### config.mk
export PLATFORM = sky130hd
export DESIGN_NAME = score_keeper_flat
export DESIGN_NICKNAME = d
export VERILOG_FILES = /design/src/rtl/score_keeper_if.sv /design/src/rtl/score_keeper.sv /design/src/flat_wrapper.sv
export SDC_FILE = /design/constraint.sdc
export NUM_CORES = 1
export LEC_CHECK = 0
export CAP_MARGIN = 40
export CELL_PAD_IN_SITES_DETAIL_PLACEMENT = 1
export CELL_PAD_IN_SITES_GLOBAL_PLACEMENT = 2
export CORE_MARGIN = 2
export CORE_UTILIZATION = 29
export DETAILED_ROUTE_END_ITERATION = 10
export GPL_ROUTABILITY_DRIVEN = 0
export HOLD_SLACK_MARGIN = 0.06
export PLACE_DENSITY = 0.76
export SETUP_SLACK_MARGIN = 0.15
export SYNTH_ARGS = -nofsm -noshare
export SYNTH_HDL_FRONTEND = slang
export SYNTH_SLANG_ARGS = --single-unit
### constraint.sdc
create_clock -name clk -period 2.45 [get_ports clk]
set_clock_uncertainty 0.2 [all_clocks]
set_input_delay 0.245 -clock clk [delete_from_list [all_inputs] [get_ports clk]]
set_output_delay 0.245 -clock clk [all_outputs]
set_load 0.02 [all_outputs]
### src/rtl/score_keeper_if.sv
// -----------------------------------------------------------------------------
// score_keeper_if
// Groups every score_keeper signal except clk and reset.
//   Controls toward the keeper : ena, start_new_game, result_valid, hit
//   Status from the keeper     : score[7:0], shots_left[3:0], streak[3:0],
//                                game_over, playing, shot_done, high_score[7:0]
// Modports:
//   master - the side that drives the controls and observes the status
//   slave  - the score keeper itself
// -----------------------------------------------------------------------------
interface score_keeper_if;
    logic       ena;
    logic       start_new_game;
    logic       result_valid;
    logic       hit;
    logic [7:0] score;
    logic [3:0] shots_left;
    logic [3:0] streak;
    logic       game_over;
    logic       playing;
    logic       shot_done;
    logic [7:0] high_score;

    modport master (
        output ena, start_new_game, result_valid, hit,
        input  score, shots_left, streak, game_over, playing, shot_done, high_score
    );

    modport slave (
        input  ena, start_new_game, result_valid, hit,
        output score, shots_left, streak, game_over, playing, shot_done, high_score
    );
endinterface

### src/rtl/score_keeper.sv
// -----------------------------------------------------------------------------
// score_keeper
// Game score tracker: counts resolved shots during a game, keeps a hit streak
// that boosts the score, and ends the game when the shot budget is spent.
//
// Parameters:
//   SHOTS_PER_GAME - shots per game (1..15)
//   STREAK_MAX     - saturation value of the hit streak (0..15)
// Ports:
//   clk   - sole clock, rising edge
//   reset - asynchronous, active-high
//   sk    - score_keeper_if.slave: ena, start_new_game, result_valid, hit in;
//           score, shots_left, streak, game_over, playing, shot_done,
//           high_score out
// Configuration macro:
//   SCORE_KEEPER_HIGH_SCORE_EN - when defined, high_score keeps the best final
//   score since reset; when undefined high_score is constant zero.
// -----------------------------------------------------------------------------
module score_keeper #(
    parameter int SHOTS_PER_GAME = 8,
    parameter int STREAK_MAX     = 7
) (
    input  logic          clk,
    input  logic          reset,
    score_keeper_if.slave sk
);
    localparam logic [3:0] SHOTS_L  = 4'(SHOTS_PER_GAME);
    localparam logic [3:0] STREAK_L = 4'(STREAK_MAX);

    typedef enum logic [1:0] {IDLE, PLAY, OVER} state_t;

    state_t     state_q, state_d;
    logic [7:0] score_q, score_d;
    logic [3:0] shots_left_q, shots_left_d;
    logic [3:0] streak_q, streak_d;
    logic       shot_done_q, shot_done_d;
    logic       start_prev_q, rv_prev_q;
    // Set once start_new_game has been seen low after reset, so a request
    // already held high across reset release cannot start a game.
    logic       start_arm_q;

    logic       start_edge, rv_edge;
    logic [8:0] score_sum;

    assign start_edge = sk.start_new_game & ~start_prev_q & start_arm_q;
    assign rv_edge    = sk.result_valid & ~rv_prev_q;
    // 9 bits: worst case 255 + 1 + 15 still fits, bit 8 flags saturation.
    assign score_sum  = {1'b0, score_q} + 9'd1 + {5'd0, streak_q};

    always_comb begin
        state_d      = state_q;
        score_d      = score_q;
        shots_left_d = shots_left_q;
        streak_d     = streak_q;
        shot_done_d  = 1'b0;
        // Start wins over a coincident shot, in every state.
        if (start_edge) begin
            state_d      = PLAY;
            score_d      = 8'd0;
            streak_d     = 4'd0;
            shots_left_d = SHOTS_L;
        end else if (state_q == PLAY && rv_edge) begin
            shot_done_d  = 1'b1;
            shots_left_d = shots_left_q - 4'd1;
            if (sk.hit) begin
                score_d  = score_sum[8] ? 8'hFF : score_sum[7:0];
                streak_d = (streak_q >= STREAK_L) ? STREAK_L : streak_q + 4'd1;
            end else begin
                streak_d = 4'd0;
            end
            if (shots_left_q == 4'd1) begin
                state_d = OVER;
            end
        end
    end

    always_ff @(posedge clk or posedge reset) begin
        if (reset) begin
            state_q      <= IDLE;
            score_q      <= 8'd0;
            shots_left_q <= 4'd0;
            streak_q     <= 4'd0;
            shot_done_q  <= 1'b0;
            start_prev_q <= 1'b0;
            rv_prev_q    <= 1'b0;
            start_arm_q  <= 1'b0;
        end else if (sk.ena) begin
            state_q      <= state_d;
            score_q      <= score_d;
            shots_left_q <= shots_left_d;
            streak_q     <= streak_d;
            shot_done_q  <= shot_done_d;
            start_prev_q <= sk.start_new_game;
            rv_prev_q    <= sk.result_valid;
            if (!sk.start_new_game) begin
                start_arm_q <= 1'b1;
            end
        end else begin
            shot_done_q  <= 1'b0;
        end
    end

`ifdef SCORE_KEEPER_HIGH_SCORE_EN
    logic [7:0] high_score_q, high_score_d;

    always_comb begin
        high_score_d = high_score_q;
        if (state_q == PLAY && state_d == OVER && score_d > high_score_q) begin
            high_score_d = score_d;
        end
    end

    always_ff @(posedge clk or posedge reset) begin
        if (reset) begin
            high_score_q <= 8'd0;
        end else if (sk.ena) begin
            high_score_q <= high_score_d;
        end
    end

    assign sk.high_score = high_score_q;
`else
    assign sk.high_score = 8'd0;
`endif

    assign sk.score      = score_q;
    assign sk.shots_left = shots_left_q;
    assign sk.streak     = streak_q;
    assign sk.playing    = (state_q == PLAY);
    assign sk.game_over  = (state_q == OVER);
    // The pulse is suppressed immediately while the design is disabled.
    assign sk.shot_done  = shot_done_q & sk.ena;
endmodule

### src/flat_wrapper.sv
// flat-port wrapper written by rule: the top's interface ports become plain ports
module score_keeper_flat 
#(
    parameter int SHOTS_PER_GAME = 8,
    parameter int STREAK_MAX     = 7
)
  (clk, reset, sk_ena, sk_start_new_game, sk_result_valid, sk_hit, sk_score, sk_shots_left, sk_streak, sk_game_over, sk_playing, sk_shot_done, sk_high_score);
  score_keeper_if sk_i ();
  input  logic clk;
  input  logic reset;
  input wire logic [$bits(sk_i.ena)-1:0] sk_ena;
  input wire logic [$bits(sk_i.start_new_game)-1:0] sk_start_new_game;
  input wire logic [$bits(sk_i.result_valid)-1:0] sk_result_valid;
  input wire logic [$bits(sk_i.hit)-1:0] sk_hit;
  output wire logic [$bits(sk_i.score)-1:0] sk_score;
  output wire logic [$bits(sk_i.shots_left)-1:0] sk_shots_left;
  output wire logic [$bits(sk_i.streak)-1:0] sk_streak;
  output wire logic [$bits(sk_i.game_over)-1:0] sk_game_over;
  output wire logic [$bits(sk_i.playing)-1:0] sk_playing;
  output wire logic [$bits(sk_i.shot_done)-1:0] sk_shot_done;
  output wire logic [$bits(sk_i.high_score)-1:0] sk_high_score;
  assign sk_i.ena = sk_ena;
  assign sk_i.start_new_game = sk_start_new_game;
  assign sk_i.result_valid = sk_result_valid;
  assign sk_i.hit = sk_hit;
  assign sk_score = sk_i.score;
  assign sk_shots_left = sk_i.shots_left;
  assign sk_streak = sk_i.streak;
  assign sk_game_over = sk_i.game_over;
  assign sk_playing = sk_i.playing;
  assign sk_shot_done = sk_i.shot_done;
  assign sk_high_score = sk_i.high_score;
  score_keeper #(.SHOTS_PER_GAME(SHOTS_PER_GAME), .STREAK_MAX(STREAK_MAX)) u_core (.clk(clk), .reset(reset), .sk(sk_i));
endmodule
==> results.cfg <==
[clock_network]
clock-sinks = 22
cts_tree = built
cts-buffers-inserted = 3
cts_buffer_depth = 2
clkLatencyLatePin_ps = 260
root_buffer = clkbuf_8
clk_pin_slew_ps = 80
htreeDepth = 1
cts_hold_buf = 0
postCtsSetupRepairBufs = 0

[detailed_routing]
ant_nets = 0
drt_first_pass_iters = 4
met1Wirelength_um = 1480
avgRoutedWirePerCell_um = 14.6
wirelength_um = 3130
vias_per_cell = 4.87
met3_length_um = 119
drtIter0Drc = 24
dr.max_layer_used = met4
vias = 1047
route.detailed.drc = 0
wl_met2_um = 1500

[sta]
fin_crit_sh_pct = 88.3
setup_viol = 0
tns_ps = 0
fmax_mhz = 462
rsz0062_at_grt = no
hold_ws_ps = 122
hold_violations = 0
min_period_ps = 2160
slew_violations = 0

[grt]
overflow = 0
grt_pass1_wl_um = 5370
grt_pass1_vias = 1115
grt_use_total_pct = 13.4
grt_max_degree = 23
antenna_found_initial = 0

[floorplan]
ios = 33
fp.dieH_um = 70.9
dieArea_mm2 = 0.00502
core-area_mm2 = 0.00432
die_w_um = 70.9
start_util_pct = 30.0
rows = 24

[final_layout]
layout-area-overhead-vs-synth_pct = 26.0
final_nets = 179
insertedDiodeCount = 0
final_cell_mix = clkdlybuf4s50_1 (24), dfrtp_1 (22), nand2_1 (12), nor2_1 (10), inv_1 (9)
layout_commonest_cell = clkdlybuf4s50_1
drive_above_1_share_pct = 11.0

[logic_synthesis]
yosys.area.top_type = dfrtp_1
yosysWarningCount = 0
syn-mean-instance-area_um2 = 9.60
syn-cell-area_mm2 = 0.00130
ys_types = 37
ys_seq_area_share_pct = 42.5
synth_top_area_share_pct = 42.5
synthesis.instances = 135
ys_ff_latch = 22
synthTopCellsByArea = dfrtp_1 (42%), ha_1 (6.8%), buf_4 (5.2%), a21o_1 (3.5%), nand2_1 (3.5%)

[power_and_ir_drop]
leakage_nw = 0.737
powerDensity_mw_per_mm2 = 673
peakVddDrop_v = 0.000292

[critical_path]
critPathLaunchType = register
critPathKind = reg -> reg
worst_setup_path_end_kind = register
crit_arrival_ps = 2110
path_max_fanout = 5
required_ps = 2400

[place]
io_buffers = 24
hpwl_um = 2410

[status]
run_status = completed

[worst_hold_path]
holdCritPathClass = in -> async

[flow_run]
max-cap-violations = 0
flip-flops by register name (all words and copies together) (netlist names):
register	flops
u_core.sk.score	8
u_core.sk.shots_left	4
u_core.sk.streak	4
u_core.state_q	2
u_core.rv_prev_q	1
u_core.shot_done_q	1
u_core.start_arm_q	1
u_core.start_prev_q	1
through the flow:
step | area [um2] | utilization [%] | worst slack, ps | instances | power, W
finish | 1630 | 37.8 | 285 | 215 | 0.00110
global placement | 1580 | 36.5 | 201 | 212 | 0.000864
global route | 1630 | 37.8 | 158 | 215 | 0.00117
detailed placement | 1580 | 36.5 | 103 | 212 | 0.000881
floorplan | 1320 | - | 153 | 142 | 0.000710
CTS | 1630 | 37.7 | 208 | 215 | 0.00112
synth_stat cells (all sizes together):
| master | number |
|---|---|
| a21o | 6 |
| nand3b | 1 |
| a31oi | 3 |
| a221o | 1 |
| nor2 | 11 |
| a22o | 2 |
| ha | 7 |
| nand4b | 1 |
| nand4 | 1 |
| a211oi | 2 |
| o21a | 1 |
| o2111ai | 1 |
| nor4bb | 1 |
| o21ai | 12 |
| and2 | 5 |
| a21boi | 1 |
| mux2 | 2 |
| inv | 10 |
| nor4b | 1 |
| and3b | 1 |
| buf | 10 |
| and4 | 1 |
| fa | 1 |
| or3 | 1 |
| dfrtp | 22 |
| conb | 1 |
| o2bb2ai | 1 |
| nand3 | 3 |
| nor2b | 3 |
| a21oi | 6 |
| nand2 | 13 |
| xnor2 | 3 |
cell type report:
type,instances,area [um2]
clock buffer,3,41.3
inverter,10,37.5
fill,515,2690
tap,52,65.1
timing repair buffer,28,270
multi-input combinational,100,668
sequential,22,551
routing by layer:
layer,track usage (%),vias to the layer above
met5,0,-
met4,3.77,0
met3,2.14,4
met2,22.3,26
met1,18.1,511
li1,-,506
repair_timing:
action | 4_1_cts | 5_1_grt
resized for setup | 2 | 1
cloned | 0 | 0
pin swaps | 0 | 1
endpoints found under the setup margin | 4 | 4
cell families (layout without fill, tap and decap cells):
kind of cell / Yosys count / in the layout / synth area share [%]
muxes: 2 / 2 / 1.74
xor gates and xnor gates: 3 / 3 / 2.03
DFF: 22 / 22 / 42.5
and+or+nand+nor: 43 / 43 / 18.5
buffers and inverters: 20 / 41 / 8.98
adders and majority gates: 8 / 8 / 8.30
AOI/OAI and AO/OA: 36 / 36 / 17.7
other: 1 / 8 / 0.289
report_power, final:
part	switching (W)	internal, W
clock network	0.000117	0.000110
registers	0.0000595	0.000415
logic	0.000210	0.000187
total	0.000386	0.000712
critical path: stages, from the launching register on:
cell and delay, ps:
dfrtp_1 380, inv_1 80, ha_1 180, inv_1 70, fa_2 370, a211oi_2 250, nor2_2 90, nand3_2 120
nor2_1 50, a221o_1 250
worst paths after layout:
kind                                         start                       to  slack (ps)  depth (start not counted)
worst min-delay path                         reset  u_core.sk.shots_left[0]         120                          3
worst max-delay path            u_core.sk.score[0]       u_core.sk.score[3]         290                          9
max in group asynchronous                    reset       u_core.sk.score[0]        1690                          3
worst max register to register  u_core.sk.score[0]       u_core.sk.score[3]         290                          9
min in group clk                u_core.start_arm_q       u_core.start_arm_q         280                          1
worst min register to register  u_core.start_arm_q       u_core.start_arm_q         280                          1
Power figures use the tool's default switching activity.
